==> src/rtl/mul_div_unit_if.sv <==
// Request/response bundle between the EX-stage issue logic and the iterative
// multiply/divide unit.
interface mul_div_unit_if #(
    parameter int WIDTH = 64
);
    logic             start_i;
    logic             flush_i;
    logic [1:0]       op_i;
    logic [WIDTH-1:0] rs_data_i;
    logic [WIDTH-1:0] rt_data_i;
    logic [4:0]       rd_addr_i;
    logic             busy_o;
    logic             done_o;
    logic             reg_write_o;
    logic [4:0]       rd_addr_o;
    logic [WIDTH-1:0] result_o;

    modport master (
        output start_i, flush_i, op_i, rs_data_i, rt_data_i, rd_addr_i,
        input  busy_o, done_o, reg_write_o, rd_addr_o, result_o
    );

    modport slave (
        input  start_i, flush_i, op_i, rs_data_i, rt_data_i, rd_addr_i,
        output busy_o, done_o, reg_write_o, rd_addr_o, result_o
    );
endinterface

==> src/rtl/mul_div_unit.sv <==
// Radix-2 iterative unsigned MUL/MULHU/DIVU/REMU unit with a fixed
// WIDTH-iteration latency and a start/busy/done handshake.
module mul_div_unit #(
    parameter int WIDTH = 64,
    parameter int CNT_W = 7
) (
    input logic          clk_i,
    input logic          rst_i,
    mul_div_unit_if.slave bus
);

    typedef enum logic [1:0] {
        S_IDLE = 2'd0,
        S_RUN  = 2'd1,
        S_DONE = 2'd2
    } state_t;

    localparam logic [CNT_W-1:0] LAST_ITER = CNT_W'(WIDTH - 1);

    state_t             state_q, state_d;
    logic [CNT_W-1:0]   cnt_q, cnt_d;
    logic [1:0]         op_q, op_d;
    logic [WIDTH-1:0]   opnd_q, opnd_d;
    logic [2*WIDTH-1:0] prod_q, prod_d;
    logic [4:0]         rd_lat_q, rd_lat_d;
    logic [WIDTH-1:0]   result_q, result_d;
    logic [4:0]         rd_addr_q, rd_addr_d;

    // Shift-add: {hi, lo} holds {partial product, remaining multiplier bits}.
    function automatic logic [2*WIDTH-1:0] mul_step(input logic [2*WIDTH-1:0] p,
                                                    input logic [WIDTH-1:0]   m);
        logic [WIDTH:0] sum;
        sum = {1'b0, p[2*WIDTH-1:WIDTH]} + (p[0] ? {1'b0, m} : {(WIDTH+1){1'b0}});
        return {sum, p[WIDTH-1:1]};
    endfunction

    // Restoring divide: {hi, lo} holds {partial remainder, dividend/quotient}.
    // A zero divisor always "fits", giving an all-ones quotient and hi=dividend.
    function automatic logic [2*WIDTH-1:0] div_step(input logic [2*WIDTH-1:0] p,
                                                    input logic [WIDTH-1:0]   d);
        logic [WIDTH:0]   sh;
        logic [WIDTH-1:0] diff;
        sh   = {p[2*WIDTH-1:WIDTH], p[WIDTH-1]};
        diff = sh[WIDTH-1:0] - d;
        if (sh >= {1'b0, d}) begin
            return {diff, p[WIDTH-2:0], 1'b1};
        end
        return {sh[WIDTH-1:0], p[WIDTH-2:0], 1'b0};
    endfunction

    always_comb begin
        state_d   = state_q;
        cnt_d     = cnt_q;
        op_d      = op_q;
        opnd_d    = opnd_q;
        prod_d    = prod_q;
        rd_lat_d  = rd_lat_q;
        result_d  = result_q;
        rd_addr_d = rd_addr_q;

        case (state_q)
            S_IDLE: begin
                if (bus.start_i && !bus.flush_i) begin
                    state_d  = S_RUN;
                    op_d     = bus.op_i;
                    opnd_d   = bus.rt_data_i;
                    prod_d   = {{WIDTH{1'b0}}, bus.rs_data_i};
                    rd_lat_d = bus.rd_addr_i;
                    cnt_d    = '0;
                end
            end
            S_RUN: begin
                if (bus.flush_i) begin
                    state_d = S_IDLE;
                end else begin
                    prod_d = op_q[1] ? div_step(prod_q, opnd_q) : mul_step(prod_q, opnd_q);
                    cnt_d  = cnt_q + CNT_W'(1);
                    if (cnt_q == LAST_ITER) begin
                        state_d   = S_DONE;
                        // Odd opcodes (MULHU, REMU) take the upper half.
                        result_d  = op_q[0] ? prod_d[2*WIDTH-1:WIDTH] : prod_d[WIDTH-1:0];
                        rd_addr_d = rd_lat_q;
                    end
                end
            end
            S_DONE: begin
                state_d = S_IDLE;
            end
            default: begin
                state_d = S_IDLE;
            end
        endcase
    end

    always_ff @(posedge clk_i) begin
        if (rst_i) begin
            state_q   <= S_IDLE;
            cnt_q     <= '0;
            result_q  <= '0;
            rd_addr_q <= '0;
        end else begin
            state_q   <= state_d;
            cnt_q     <= cnt_d;
            result_q  <= result_d;
            rd_addr_q <= rd_addr_d;
        end
    end

    // Operand/datapath registers are only meaningful after an accepted start.
    always_ff @(posedge clk_i) begin
        op_q     <= op_d;
        opnd_q   <= opnd_d;
        prod_q   <= prod_d;
        rd_lat_q <= rd_lat_d;
    end

    assign bus.busy_o      = (state_q != S_IDLE);
    assign bus.done_o      = (state_q == S_DONE);
    assign bus.reg_write_o = (state_q == S_DONE);
    assign bus.rd_addr_o   = rd_addr_q;
    assign bus.result_o    = result_q;

endmodule

==> src/flat_wrapper.sv <==
// flat-port wrapper written by rule: the top's interface ports become plain ports
module mul_div_unit_flat 
#(
    parameter int WIDTH = 64,
    parameter int CNT_W = 7
)
  (clk_i, rst_i, bus_start_i, bus_flush_i, bus_op_i, bus_rs_data_i, bus_rt_data_i, bus_rd_addr_i, bus_busy_o, bus_done_o, bus_reg_write_o, bus_rd_addr_o, bus_result_o);
  mul_div_unit_if #(.WIDTH(WIDTH)) bus_i ();
  input logic clk_i;
  input logic rst_i;
  input wire logic [$bits(bus_i.start_i)-1:0] bus_start_i;
  input wire logic [$bits(bus_i.flush_i)-1:0] bus_flush_i;
  input wire logic [$bits(bus_i.op_i)-1:0] bus_op_i;
  input wire logic [$bits(bus_i.rs_data_i)-1:0] bus_rs_data_i;
  input wire logic [$bits(bus_i.rt_data_i)-1:0] bus_rt_data_i;
  input wire logic [$bits(bus_i.rd_addr_i)-1:0] bus_rd_addr_i;
  output wire logic [$bits(bus_i.busy_o)-1:0] bus_busy_o;
  output wire logic [$bits(bus_i.done_o)-1:0] bus_done_o;
  output wire logic [$bits(bus_i.reg_write_o)-1:0] bus_reg_write_o;
  output wire logic [$bits(bus_i.rd_addr_o)-1:0] bus_rd_addr_o;
  output wire logic [$bits(bus_i.result_o)-1:0] bus_result_o;
  assign bus_i.start_i = bus_start_i;
  assign bus_i.flush_i = bus_flush_i;
  assign bus_i.op_i = bus_op_i;
  assign bus_i.rs_data_i = bus_rs_data_i;
  assign bus_i.rt_data_i = bus_rt_data_i;
  assign bus_i.rd_addr_i = bus_rd_addr_i;
  assign bus_busy_o = bus_i.busy_o;
  assign bus_done_o = bus_i.done_o;
  assign bus_reg_write_o = bus_i.reg_write_o;
  assign bus_rd_addr_o = bus_i.rd_addr_o;
  assign bus_result_o = bus_i.result_o;
  mul_div_unit #(.WIDTH(WIDTH), .CNT_W(CNT_W)) u_core (.clk_i(clk_i), .rst_i(rst_i), .bus(bus_i));
endmodule
==> config.mk <==
export PLATFORM = sky130hd
export DESIGN_NAME = mul_div_unit_flat
export DESIGN_NICKNAME = d
export VERILOG_FILES = /design/src/rtl/mul_div_unit_if.sv /design/src/rtl/mul_div_unit.sv /design/src/flat_wrapper.sv
export SDC_FILE = /design/constraint.sdc
export NUM_CORES = 1
export LEC_CHECK = 0
export BUFFER_PORTS_ARGS = -buffer_cell sky130_fd_sc_hd__buf_2
export CORE_ASPECT_RATIO = 2
export CORE_UTILIZATION = 30
export CTS_BUF_LIST = sky130_fd_sc_hd__clkbuf_8 sky130_fd_sc_hd__clkbuf_16
export DETAILED_ROUTE_END_ITERATION = 6
export PLACE_DENSITY = 0.48
export REMOVE_ABC_BUFFERS = 1
export SETUP_SLACK_MARGIN = 0.02
export SYNTH_ARGS = -nofsm -noshare
export SYNTH_HDL_FRONTEND = slang
export SYNTH_SLANG_ARGS = --single-unit
==> constraint.sdc <==
create_clock -name clk_i -period 9.1 [get_ports clk_i]
set_clock_uncertainty 0.2 [all_clocks]
set_input_delay 0.455 -clock clk_i [delete_from_list [all_inputs] [get_ports clk_i]]
set_output_delay 0.455 -clock clk_i [all_outputs]
set_load 0.02 [all_outputs]
---- Word level (Yosys, flattened, before mapping) ----
Cells that the tools add are included.
word-level totals
  flip-flop bits (word level) ............. 277
  logic and storage cells ................. 46
  output and inout bits ................... 72
operators by class
  equal/unequal tests ..................... 6
  add/subtract/negate cells ............... 3
  magnitude comparators ................... 1
  reductions and logical operators ........ 9
  bitwise gates (word level) .............. 1
  muxes and demuxes ....................... 18
operators by type and width
  cell                                                                    number
  128-bit 2-to-1 mux                                                      5
  128-bit one-hot mux with 2 select lines                                 1
  64-bit 2-to-1 mux                                                       2
  64-bit by 65-bit adder with 65-bit output                               1
  65-bit by 64-bit >= comparator with 1-bit output                        1
  64-bit subtractor                                                       1
  7-bit 2-to-1 mux                                                        2
  7-bit one-hot mux with 2 select lines                                   1
  7-bit by 1-bit adder with 7-bit output (second input constant)          1
  7-bit by 6-bit equality test with 1-bit output (second input constant)  1
  2-bit 2-to-1 mux                                                        3
  3-bit AND reduction                                                     2
  2-bit one-hot mux with 2 select lines                                   1
  2-bit AND reduction                                                     2
  2-bit nonzero test                                                      2
  1-bit 2-to-1 mux                                                        3
  3-bit by 2-bit != test with 1-bit output (second input constant)        1
  2-bit by 1-bit equality test with 1-bit output (second input constant)  1
  2-bit equality test (second input constant)                             1
  2-bit logical NOT                                                       1
  2-bit by 1-bit != test with 1-bit output (second input constant)        1
  2-bit != test (second input constant)                                   1
  1-bit logical AND                                                       1
  1-bit logical NOT                                                       1
  1-bit inverter                                                          1

---- Depth between registers and ports, before layout ----
  depth after elaboration ................. 8
  mapped depth ............................ 17

---- Least setup slack after synthesis ----
OpenSTA, ideal clock, no wires.
  path type ............................... reg-to-reg
  start point ............................. reg u_core.state_q[1]
  end point ............................... reg u_core.cnt_q[5]
  path slack .............................. 2.381 ns
  required time ........................... 8.830 ns
  setup time .............................. 0.070 ns
  data arrival time ....................... 6.449 ns
  path buffers ............................ 0
  cell stages (with the launch flop) ...... 9
  clock period less this slack ............ 6.719 ns
  cell sequence ........................... dfxtp_1 -> or2_2 -> or3b_2 -> inv_1 -> nor2_1 -> inv_1 -> nand4_1 -> or3_1 -> a21oi_1
between the ends
  longest elaborated chain between the ends .. 3
  elaborated cells on any way between the ends .. 7
ends and longest elaborated chain
  element                                                                                     line                 source
  from (decl)                                                                                 mul_div_unit.sv:20   state_t state_q, state_d;
  from (signal assigned)                                                                      mul_div_unit.sv:102  state_q <= state_d;
  2-bit by 1-bit equality test with 1-bit output / 2-bit logical NOT (equally long branches)  mul_div_unit.sv:61   case (state_q)
  2-bit != test (no source line), or another cell as far along                                -
  3-bit AND reduction (no source line)                                                        -
  to (signal assigned)                                                                        mul_div_unit.sv:103  cnt_q <= cnt_d;
  to (decl)                                                                                   mul_div_unit.sv:21   logic [CNT_W-1:0] cnt_q, cnt_d;
Parallel ways exist; a longest one is shown, timed or not.
A chain may end at the register's enable or synchronous reset.

---- Final worst setup path ----
  start point ............................. reg u_core.prod_q[0]
  end point ............................... reg u_core.result_q[55] (netlist: u_core.bus.result_o[55])
between the ends
  longest elaborated chain between the ends .. 4
ends and longest elaborated chain
  element                                    line                 source
  from (decl)                                mul_div_unit.sv:24   logic [2*WIDTH-1:0] prod_q, prod_d;
  from (signal assigned)                     mul_div_unit.sv:113  prod_q <= prod_d;
  64-bit 2-to-1 mux                          mul_div_unit.sv:33   sum = {1'b0, p[2*WIDTH-1:WIDTH]} + (p[0] ? {1'b0, m} : {(WIDTH+1){1'b0}});
  64-bit by 65-bit adder with 65-bit output  mul_div_unit.sv:33
  128-bit 2-to-1 mux                         mul_div_unit.sv:76   prod_d = op_q[1] ? div_step(prod_q, opnd_q) : mul_step(prod_q, opnd_q);
  64-bit 2-to-1 mux                          mul_div_unit.sv:81   result_d = op_q[0] ? prod_d[2*WIDTH-1:WIDTH] : prod_d[WIDTH-1:0];
  to (signal assigned)                       mul_div_unit.sv:104  result_q <= result_d;
  to (decl)                                  mul_div_unit.sv:26   logic [WIDTH-1:0] result_q, result_d;
Every way passes these cells.

==> results.toml <==
[clock_network]
path_clk_slew_ns = 0.07
clock_tree.buffer_depth = 3
tritoncts = "done"
cts_htree_levels = 1
hold_buffers = 134
cts_buffers = 31
post_cts.resized_instances = 0
cts_sinks = 277
insertion_delay_ns = 0.65
post-cts-setup-buffers = 0
root_buffer = "sky130_fd_sc_hd__clkbuf_16"

[timing]
totalNegativeSetupSlack_ns = 0
setup_repair_after_global_routing_missed_its_margin = "no"
pins_over_slew_limit = 0
final_hold_viol_count = 0
layout_worst_path_cycle_share_pct = 68.81
timing.final.setup_violations = 0
slew-limit-headroom_pct = 18.88
tightestPinTransition_ns = 1.212
period_needed_ns = 6.262
f_max_mhz = 159.7

[setup_path]
critPathMaxStageDelay_ns = 0.78
category_of_the_critical_setup_timing_path = "reg -> reg"
critical_path.endpoint_type = "register"
cell_breakdown_of_the_critical_path = "buf_4 > and2_1 > ha_1 > fa_1 > a211oi_1 > o21ai_1 > a21oi_1 > o21ai_1 > a311oi_1 > o31ai_1 > and4_1 > a2111oi_1 > a2111oi_0 > nor3_1"
cp_common_cell = "sky130_fd_sc_hd__o21ai_1"
worst_ep_arrival_time_ns = 6.62
crit_slowest_cell = "sky130_fd_sc_hd__edfxtp_1"
worstSetupStartpointType = "register"
critical_path_required_ns = 9.46
critical_path_peak_fanout = 42

[layout]
fillCellCount = 7250
final_cell_count_no_fill = 3652
layout-area-overhead-vs-synth_pct = 20.20
num_antenna_cells = 0
finalNetCount = 3000
fraction_of_layout_cells_with_a_size_suffix_above_1_pct = 12.34

[drt]
dr_total_vias = 20360
ant_nets = 0
drc = 0
firstDrtPassIters = 7
dr.first_iter.drc_count = 1216
avg_vias_per_cell = 5.574
wire_per_inst_um = 24.96
routed_wl_um = 91150

[floorplan]
num_io_pins = 211
die_x_um = 188.4
floorplan.rows = 136
floorplan.die_area_sq_mm = 0.07060
core_area_sq_mm = 0.06875
initial_core_utilization_pct = 30.32
die_height_um = 374.8

[yosys]
async_reset_ff_share_pct = 0
number_of_enable_flip_flop_cells_after_synthesis = 199
flop_and_latch_count_out_of_synthesis = 277
yosysWarningCount = 0
postSynthAreaPerCell_sq_um = 8.398
ys.flop_type = "sky130_fd_sc_hd__edfxtp_1"
synthDistinctLibCells = 90
synthesis.area_sq_mm = 0.02084
synth_seq_area_share_pct = 36.16
post_syn_instances = 2482

[global_route]
grt_max_degree = 95
groute.usage.overall_pct = 25.22
vias_in_the_first_global_route = 20710
gr_overflow_total = 0
grt_first_pass_wirelength_um = 132100
antenna_violations_before_repair = 4

[power_and_ir_drop]
comb_power_share_pct = 26.6
clock_power_share_pct = 35.2
vdd.ir_drop.worst_mv = 0.1784
internal_power_mw = 2.563
leakage_nw = 10.57
sw_frac_of_total_pct = 34.07
power-per-cell-area_mw_per_mm2 = 155.2
total_switching_power_mw = 1.325
power_frac_seq_pct = 38.2

[placed_design]
place_congestion = 0.9757
place.detailed.hpwl_um = 69230
place.port_buffers = 210
placed_cells_incl_taps = 3460

[status]
run_status = "completed"

[worst_hold_path]
kind_of_path_behind_the_tightest_hold_check = "in -> reg"

[job]
max_cap_viol_count = 0
[per-stage QoR]
step / power, mW / utilization (%) / area, sq um / hold WS [ns] / worst slack (ns)
5_1_grt: 4.046 / 36.44 / 25050 / 0.06302 / 2.769
3_3_place_gp: 2.486 / 32.94 / 22640 / 0.2384 / 3.164
2_1_floorplan: 2.138 / - / 20190 / 0.2432 / 1.115
4_1_cts: 3.915 / 36.44 / 25050 / 0.03336 / 2.972
3_5_place_dp: 2.489 / 32.94 / 22640 / 0.2398 / 3.012
6_report: 3.888 / 36.44 / 25050 / 0.06983 / 2.838
[cell usage after synthesis (6+ instances only)]
cell type | instances | share of area, %
sky130_fd_sc_hd__buf_1 | 12 | 0.22
sky130_fd_sc_hd__ha_1 | 129 | 7.7
sky130_fd_sc_hd__and4_1 | 6 | 0.25
sky130_fd_sc_hd__nor3_1 | 47 | 1.1
sky130_fd_sc_hd__nand3_1 | 29 | 0.70
sky130_fd_sc_hd__o211ai_1 | 14 | 0.50
sky130_fd_sc_hd__a21o_1 | 60 | 2.2
sky130_fd_sc_hd__o22ai_1 | 8 | 0.24
sky130_fd_sc_hd__inv_1 | 108 | 1.9
sky130_fd_sc_hd__nand2_1 | 312 | 5.6
sky130_fd_sc_hd__edfxtp_1 | 199 | 29
sky130_fd_sc_hd__xnor2_1 | 68 | 2.9
sky130_fd_sc_hd__nand4_1 | 51 | 1.5
sky130_fd_sc_hd__a21oi_1 | 237 | 5.7
sky130_fd_sc_hd__xor2_1 | 45 | 1.9
sky130_fd_sc_hd__dfxtp_1 | 78 | 7.5
sky130_fd_sc_hd__buf_2 | 28 | 0.67
sky130_fd_sc_hd__a31o_2 | 11 | 0.46
sky130_fd_sc_hd__o21ai_0 | 175 | 4.2
sky130_fd_sc_hd__nand2b_1 | 19 | 0.57
sky130_fd_sc_hd__a311oi_1 | 7 | 0.29
sky130_fd_sc_hd__mux2_2 | 7 | 0.38
sky130_fd_sc_hd__nor2b_1 | 10 | 0.30
sky130_fd_sc_hd__mux2i_1 | 84 | 4.0
sky130_fd_sc_hd__o21ai_1 | 66 | 1.6
sky130_fd_sc_hd__a211o_1 | 7 | 0.29
sky130_fd_sc_hd__and2_1 | 91 | 2.7
sky130_fd_sc_hd__nor2_1 | 192 | 3.5
sky130_fd_sc_hd__clkbuf_1 | 113 | 2.0
sky130_fd_sc_hd__o31ai_1 | 12 | 0.43
sky130_fd_sc_hd__a211oi_1 | 31 | 1.1
sky130_fd_sc_hd__o21bai_1 | 34 | 1.2
sky130_fd_sc_hd__a31oi_1 | 39 | 1.2
sky130_fd_sc_hd__and3_1 | 10 | 0.30
sky130_fd_sc_hd__or3_1 | 11 | 0.33
sky130_fd_sc_hd__o21a_1 | 15 | 0.54
sky130_fd_sc_hd__nor4_1 | 15 | 0.45
[routing by layer]
| metal | part of all wire (%) | GRT usage, % | up-vias |
|---|---|---|---|
| li1 | - | - | 9492 |
| met3 | 4.0 | 2.227 | 220 |
| met5 | 0.032 | 0 | - |
| met2 | 54 | 48.51 | 707 |
| met1 | 36 | 26.06 | 9933 |
| met4 | 6.4 | 14.99 | 4 |
[cell type report]
class	instances	area, sq um	share of cell area (%)
flip-flops and latches	277	7537	30.08
well taps	897	1122	4.480
clock buffers	37	858.3	3.426
inverters	108	411.6	1.643
repair buffers	373	2635	10.52
multi-input cells	1939	12280	49.01
clock inverters	21	211.5	0.8440
[logic make-up after synthesis]
| logic type | count (synthesis) | synth area share (%) |
|---|---|---|
| AOI/OAI and AO/OA | 782 | 22.95 |
| and+or+nand+nor | 817 | 18.29 |
| DFF | 277 | 36.16 |
| muxes | 96 | 4.844 |
| xor gates and xnor gates | 113 | 4.748 |
| buffers and inverters | 266 | 5.066 |
| adders and majority gates | 131 | 7.936 |
[path summary, 6_finish.rpt]
path,from,end,slack (ns),cells after the start
setup / recovery,u_core.prod_q[0]$_DFFE_PP_,u_core.bus.result_o[55]$_SDFFE_PP0P_,2.84,14
hold / removal,bus_rs_data_i[0],u_core.prod_q[0]$_DFFE_PP_,0.07,3
setup reg to reg,u_core.prod_q[0]$_DFFE_PP_,u_core.bus.result_o[55]$_SDFFE_PP0P_,2.84,14
hold reg to reg,u_core.bus.result_o[22]$_SDFFE_PP0P_,u_core.bus.result_o[22]$_SDFFE_PP0P_,0.25,2
[worst max-delay path: cells and delay by family (launching register included)]
family | cells | cell delay, ns
AND/OR/NAND/NOR | 3 | 0.71
buffers and inverters | 1 | 0.43
AO/OA/AOI/OAI | 8 | 3.39
adder cells (fa/ha/maj) | 2 | 0.65
flip-flops | 1 | 0.78
[sequential cells by signal (all words and copies together) (netlist names)]
signal / count
u_core.prod_q: 128
u_core.bus.result_o: 64
u_core.opnd_q: 64
u_core.cnt_q: 7
u_core.bus.rd_addr_o: 5
u_core.rd_lat_q: 5
u_core.op_q: 2
u_core.state_q: 2
[cell usage in the layout (no fill, tap or decap), drive strengths merged, types with 37 or more instances in the layout]
cell type and n:
ha 129, clkbuf 37, xnor2 68, mux2i 84, a21o 60, a31oi 39
o21ai 241, xor2 45, buf 239, nand2 313, inv 115, and2 92
edfxtp 199, dfxtp 78, nor3 48, nand4 52, nor2 192, dlygate4sd3 134
a21oi 238
[power groups by stage]
stage	Sequential, mW	Clock, mW	Combinational (mW)
global route	1.49	1.44	1.12
CTS	1.48	1.40	1.03
finish	1.49	1.37	1.03
global placement	1.51	0	0.974
floorplan	1.49	0	0.646
detailed placement	1.51	0	0.978
Power figures use the tool's default switching activity.
